--- config.mk ---
export PLATFORM = sky130hd
export DESIGN_NAME = left_normalizer_flat
export DESIGN_NICKNAME = d
export VERILOG_FILES = /design/src/rtl/left_normalizer_pkg.sv /design/src/rtl/left_normalizer_if.sv /design/src/rtl/left_normalizer_lzc.sv /design/src/rtl/left_normalizer.sv /design/src/flat_wrapper.sv
export SDC_FILE = /design/constraint.sdc
export NUM_CORES = 1
export LEC_CHECK = 0
export ABC_AREA = 1
export CAP_MARGIN = 10
export CORE_ASPECT_RATIO = 1.4
export CORE_UTILIZATION = 45
export CTS_CLUSTER_DIAMETER = 40
export DETAILED_ROUTE_END_ITERATION = 10
export PLACE_DENSITY = 0.68
export SYNTH_ARGS = -nofsm -noshare
export SYNTH_HDL_FRONTEND = slang
export SYNTH_SLANG_ARGS = --single-unit
--- constraint.sdc ---
create_clock -name clk -period 3.9 [get_ports clk]
set_input_delay 0.585 -clock clk [delete_from_list [all_inputs] [get_ports clk]]
set_output_delay 0.585 -clock clk [all_outputs]
set_load 0.02 [all_outputs]
--- src/rtl/left_normalizer_pkg.sv ---
// left_normalizer_pkg: shared FP widths, exponent limit and sum-classification encoding
package left_normalizer_pkg;
  localparam int DATA_SIZE = 25;
  localparam int EXP_SIZE = 8;
  localparam logic [EXP_SIZE-1:0] EXP_MAX = 8'd255;
  typedef enum logic [1:0] {CLS_ZERO, CLS_CARRY, CLS_NORMAL, CLS_UNDER} cls_t;
endpackage

--- src/rtl/left_normalizer_if.sv ---
// left_normalizer_if: valid/ready input and output channels of the normalizer
interface left_normalizer_if;
  import left_normalizer_pkg::*;
  logic in_valid;
  logic in_ready;
  logic [DATA_SIZE-1:0] in_mantissa;
  logic [EXP_SIZE-1:0] in_exponent;
  logic out_valid;
  logic out_ready;
  logic [DATA_SIZE-2:0] out_mantissa;
  logic [EXP_SIZE-1:0] out_exponent;
  logic out_zero;
  logic out_overflow;
  logic out_underflow;
  modport slave(input in_valid, in_mantissa, in_exponent, out_ready,
                output in_ready, out_valid, out_mantissa, out_exponent, out_zero, out_overflow, out_underflow);
  modport master(output in_valid, in_mantissa, in_exponent, out_ready,
                 input in_ready, out_valid, out_mantissa, out_exponent, out_zero, out_overflow, out_underflow);
endinterface

--- src/rtl/left_normalizer_lzc.sv ---
// leading_zero_counter: leading zeros of a 24-bit word counted from bit 23, plus all-zero flag
module leading_zero_counter (
  input  logic [23:0] value,
  output logic [4:0]  count,
  output logic        zero
);
  always_comb begin
    count = '0;
    for (int i = 0; i < 24; i++) if (value[i]) count = 5'(23 - i);
  end
  assign zero = ~|value;
endmodule

--- src/rtl/left_normalizer.sv ---
// left_normalizer: two-stage post-add normalization (carry shift / leading-zero shift, exponent fix-up)
module left_normalizer
  import left_normalizer_pkg::*;
(
  input logic clk,
  input logic rst,
  left_normalizer_if.slave bus
);
  logic advance;
  logic [4:0] lz;
  logic lz_zero;
  cls_t cls;
  logic v1;
  logic [DATA_SIZE-1:0] m1;
  logic [EXP_SIZE-1:0] e1;
  cls_t c1;
  logic [4:0] lz1;
  logic [EXP_SIZE:0] e_inc;
  logic [DATA_SIZE-2:0] sh;
  logic [DATA_SIZE-2:0] nm;
  logic [EXP_SIZE-1:0] ne;
  logic nz, no, nu;
  assign advance = !bus.out_valid || bus.out_ready;
  assign bus.in_ready = advance;
  leading_zero_counter u_lzc (
    .value(bus.in_mantissa[DATA_SIZE-2:0]),
    .count(lz),
    .zero(lz_zero)
  );
  always_comb
    cls = (lz_zero && !bus.in_mantissa[DATA_SIZE-1]) ? CLS_ZERO :
          bus.in_mantissa[DATA_SIZE-1] ? CLS_CARRY :
          (bus.in_exponent > {3'b0, lz}) ? CLS_NORMAL : CLS_UNDER;
  // Shift lives here, fed by the registered count, so LZ and shift delays sit in separate stages
  always_comb begin
    sh = m1[DATA_SIZE-2:0];
    for (int s = 0; s < 5; s++) sh = lz1[s] ? sh << (1 << s) : sh;
  end
  always_comb begin
    e_inc = {1'b0, e1} + 9'd1;
    nm = '0;
    ne = '0;
    nz = 1'b0;
    no = 1'b0;
    nu = 1'b0;
    case (c1)
      CLS_ZERO: nz = 1'b1;
      CLS_CARRY: begin
        no = e_inc >= {1'b0, EXP_MAX};
        nm = no ? '0 : m1[DATA_SIZE-1:1];
        ne = no ? EXP_MAX : e_inc[EXP_SIZE-1:0];
      end
      CLS_NORMAL: begin
        nm = sh;
        ne = e1 - {3'b0, lz1};
      end
      default: nu = 1'b1;
    endcase
  end
  always_ff @(posedge clk) begin
    if (rst) begin
      v1 <= 1'b0;
      m1 <= '0;
      e1 <= '0;
      c1 <= CLS_ZERO;
      lz1 <= '0;
      bus.out_valid <= 1'b0;
      bus.out_mantissa <= '0;
      bus.out_exponent <= '0;
      bus.out_zero <= 1'b0;
      bus.out_overflow <= 1'b0;
      bus.out_underflow <= 1'b0;
    end else if (advance) begin
      v1 <= bus.in_valid;
      m1 <= bus.in_mantissa;
      e1 <= bus.in_exponent;
      c1 <= cls;
      lz1 <= lz;
      bus.out_valid <= v1;
      bus.out_mantissa <= nm;
      bus.out_exponent <= ne;
      bus.out_zero <= nz;
      bus.out_overflow <= no;
      bus.out_underflow <= nu;
    end
  end
endmodule

--- src/flat_wrapper.sv ---
// flat-port wrapper written by rule: the top's interface ports become plain ports
module left_normalizer_flat import left_normalizer_pkg::*;
  (clk, rst, bus_in_valid, bus_in_mantissa, bus_in_exponent, bus_out_ready, bus_in_ready, bus_out_valid, bus_out_mantissa, bus_out_exponent, bus_out_zero, bus_out_overflow, bus_out_underflow);
  left_normalizer_if bus_i ();
  input logic clk;
  input logic rst;
  input wire logic [$bits(bus_i.in_valid)-1:0] bus_in_valid;
  input wire logic [$bits(bus_i.in_mantissa)-1:0] bus_in_mantissa;
  input wire logic [$bits(bus_i.in_exponent)-1:0] bus_in_exponent;
  input wire logic [$bits(bus_i.out_ready)-1:0] bus_out_ready;
  output wire logic [$bits(bus_i.in_ready)-1:0] bus_in_ready;
  output wire logic [$bits(bus_i.out_valid)-1:0] bus_out_valid;
  output wire logic [$bits(bus_i.out_mantissa)-1:0] bus_out_mantissa;
  output wire logic [$bits(bus_i.out_exponent)-1:0] bus_out_exponent;
  output wire logic [$bits(bus_i.out_zero)-1:0] bus_out_zero;
  output wire logic [$bits(bus_i.out_overflow)-1:0] bus_out_overflow;
  output wire logic [$bits(bus_i.out_underflow)-1:0] bus_out_underflow;
  assign bus_i.in_valid = bus_in_valid;
  assign bus_i.in_mantissa = bus_in_mantissa;
  assign bus_i.in_exponent = bus_in_exponent;
  assign bus_i.out_ready = bus_out_ready;
  assign bus_in_ready = bus_i.in_ready;
  assign bus_out_valid = bus_i.out_valid;
  assign bus_out_mantissa = bus_i.out_mantissa;
  assign bus_out_exponent = bus_i.out_exponent;
  assign bus_out_zero = bus_i.out_zero;
  assign bus_out_overflow = bus_i.out_overflow;
  assign bus_out_underflow = bus_i.out_underflow;
  left_normalizer u_core (.clk(clk), .rst(rst), .bus(bus_i));
endmodule
==> metrics.md <==
| Metric | Value |
|---|---|
| Largest net degree at the start of global routing | 92 |
| Hold depth | 2 |
| Clock Tree Buf Depth | 2 |
| Mapped Nets | slightly above 800 |
| WHS Endpoint | u_core.bus.out_mantissa[7] |
| Grt ovf | 0 |
| RSZ-0062 raised after global routing | no |
| Leakage | 2.44 nW |
| Post-synth cell types | 42 |
| Post-CTS Setup Bufs | 0 |
| Global-route usage over all layers | between 20% and 30% |
| TNS Setup | 0 ns |
| CTS clk-pin slew, worst paths | roughly 0.060 ns |
| Startpoint type of the worst setup path | primary input |
| Worst Reg-to-Reg Cells | 13 |
| Antenna violations before repair | 0 |
| Ys flop type | dfxtp_1 |
| FF-to-FF End | u_core.bus.out_exponent[4] |
| Fin crit share | approximately four fifths |
| CTS buffer count | 9 |
| Slew HR | between 20% and 30% |
| HP Class | flop to flop |
| PwrDens | between 300 and 400 nW/um^2 |
| Worst Path Arrival | ~3.4 ns |
| Max_cap viols | 0 |
| Chip width | between 90 and 100 um |
| Final Max Slew Viols | 0 |
| Crit-path most repeated cell | o21ai_0 |
| DRC | 0 |
| Nets | 862 |
| Worst path cell trace | clkdlybuf4s50_1 -> nor4_1 -> inv_1 -> o21ai_0 -> a21oi_1 -> or2_2 -> ha_1 -> nand2_1 -> nor2_1 -> a211oi_1 -> o21ai_0 -> o21ai_0 -> nand3_1 -> a221oi_1 |
| Worst skew pair latency | about 0.33 ns |
| Register area | ~1500 sq um |
| Skew final | ~0.0061 ns |
| Fill count | between 1000 and 1500 |
| Reg2reg start | u_core.e1[1] |
| Placed insts | 935 |
| Slew @ Worst Pin | 1.10 ns |
| Post-synth EDFFs | 0 |
| Pre-CTS WS | 0.423 ns |
| Worst stage delay on the critical path | 0.56 ns |
| Number of non-filler instances in the completed layout | 950 |
| FFs w/ async S/R, synth | 0% |
| HPWL Detailed | 11.4 mm |
| Antenna Cells | 0 |
| Boundary pin count | 74 |
| Worst Setup SP | bus_in_mantissa[7] |
| I/O Buffers | 73 |
| CP max FO | 4 |
| Hold path startpoint | u_core.bus.out_mantissa[7] |
| First-pass GRT wire length | between 20 and 25 mm |
| Layout cells sized above 1 | 4.68% |
| Clock sink total | 77 |
| Final hold vios | 0 |
| Routed Antenna Nets | 0 |
| Hold Buf Count CTS | 0 |
| Outcome | finished, final reports clean |
| CTS resizes | 0 |
| Post-Syn Area | a little under 5000 sq um |
| Initial core utilization | a little under half |
| Critical Path RT | just over 4 ns |
| Cell Rows | between 40 and 50 |
| Syn-to-layout area delta | 21.3% |
| DR WL/cell | 15.7 um |
| Die area | between 10000 and 15000 sq um |
| Mapped Avg Cell Area | 6.44 sq um |
| Buf/Inv on CP | 2 |
| Detailed Routing Iterations Pass 1 | 5 |
| Mapped Cells | around 760 |
| Post-synthesis sequential area ratio | 31.4% |
| GPL Wtd Cong | ~0.93 |
| Worst hold slack | 0.463 ns |
| CP top delay family | simple AND/OR/NAND/NOR gates |
| Synth Register Bits | 77 |
| Final setup vio count | 0 |
| DR vias/cell | around 5.6 |
| Critical path class | primary input to flop |
| Vias in the first global route | approximately 5000 |
| Clock root buffer | clkbuf_16 |
| Die Ht | 126 um |
| CORE AREA | ~11000 sq um |
| Multi-input gate area | approximately 2800 sq um |
| Via Count | 5282 |
| Min Clock Period, post-route | 3.13 ns |
| CTS tree | yes |
| DR iter-0 viols | roughly 320 |
| CTS HTree Levels | 3 |
| Crit path max-delay cell type | nor4_1 |
| Post-Route WL | approximately 15 mm |
| Final worst slack | 0.774 ns |
| Post-Route Utilization | between 50% and 60% |
| VDD IR max | 259 uV |
| Crit. End Element | flop |
| Worst R2R Setup Slack | around 1.1 ns |
| Peak Freq | between 300 and 400 MHz |
| YS warnings | 0 |
-- state kept, by name, summed over array words and instances, names as in the netlist --
register and count:
u_core.bus.out_exponent 8, u_core.bus.out_mantissa 24, u_core.bus.out_overflow 1, u_core.bus.out_underflow 1
u_core.bus.out_valid 1, u_core.bus.out_zero 1, u_core.c1 2, u_core.e1 8
u_core.lz1 5, u_core.m1 25, u_core.v1 1
-- cells in the mapped netlist, types with 3 or more instances --
master      n  area [sq um]
clkinv_1    3          11.3
mux2i_1     4          40.0
or2_2       3          18.8
clkbuf_1   32           120
a21oi_1    86           430
o21ai_0   112           561
ha_1       16           200
nor4_1      7          43.8
nor3_1      6          30.0
inv_1      87           327
nand2_1   196           736
a32o_1      8          80.1
nor2_1     40           150
o32ai_1    11          96.3
buf_2       7          35.0
dfxtp_1    77          1540
o211ai_1    5          37.5
nand3_1    18          90.1
o31ai_1     6          45.0
buf_1       3          11.3
buf_6       3          33.8
xor2_1      3          26.3
-- through the flow --
stage	instance area, sq um	power [mW]
2_1_floorplan	4910	1.17
3_3_place_gp	5670	1.33
3_5_place_dp	5670	1.34
4_1_cts	5950	2.15
5_1_grt	5950	2.24
6_report	5950	2.13
-- worst max-delay path by stage --
stage,slack [ns],endpoint,cells after the start
2_1_floorplan,1.32,u_core.c1[0],13
3_3_place_gp,0.60,u_core.c1[0],14
3_5_place_dp,0.42,u_core.c1[0],14
4_1_cts,0.77,u_core.c1[0],14
5_1_grt,0.55,u_core.c1[0],14
6_report,0.77,u_core.c1[0],14
-- cell type report --
type / instances / area share, %
Clock buffer: 10 / 3.85
Clock inverter: 5 / 0.883
Inverter: 92 / 5.80
Multi-Input combinational cell: 544 / 46.8
Sequential cell: 77 / 25.9
Tap cell: 138 / 2.90
Timing Repair Buffer: 84 / 13.9
-- worst reg2reg max path: cells and delay by family, from the launching register on --
kind / cells / cell delay (ns)
adder cells (fa/ha/maj): 1 / 0.29
AND/OR/NAND/NOR: 7 / 1.03
AO/OA/AOI/OAI: 2 / 0.29
buffers and inverters: 3 / 0.54
flip-flops: 1 / 0.51
-- routing by layer --
| layer | wire length [um] | global-route usage [%] | share of wire (%) |
|---|---|---|---|
| met3 | 489 | 3.47 | 3.3 |
| met1 | 5540 | 27.1 | 37 |
| met2 | 8030 | 51.7 | 54 |
| met4 | 896 | 16.3 | 6.0 |
| met5 | 0 | 0 | 0 |
-- cell usage in the layout (no fill, tap or decap), types with 3 or more instances in the layout --
master / instances
nor3_1: 6
or2_2: 3
inv_1: 87
clkinv_1: 3
o21ai_0: 112
o211ai_1: 5
a32o_1: 8
clkinv_2: 3
nand2_1: 196
nor4_1: 7
buf_4: 10
mux2i_1: 4
o31ai_1: 6
clkdlybuf4s50_1: 73
ha_1: 16
clkbuf_16: 9
dfxtp_1: 77
nand3_1: 18
a21oi_1: 86
xor2_1: 3
nor2_1: 39
o32ai_1: 11
-- cell families (layout without fill, tap and decap cells) --
group,Yosys count,in the layout,synth area share (%)
AND/OR/NAND/NOR,277,277,22.9
AO/OA/AOI/OAI,242,242,27.7
buffers and inverters,141,191,12.0
flip-flops,77,77,31.4
adder cells (fa/ha/maj),17,17,4.49
XOR/XNOR,4,4,0.714
multiplexers,4,4,0.816
-- power breakdown --
part	internal (mW)	leakage, nW	switching, mW
combinational	0.175	1.67	0.292
sequential	0.827	0.632	0.0351
clock	0.488	0.138	0.316
Note: power is estimated with default switching activity, not from simulation.
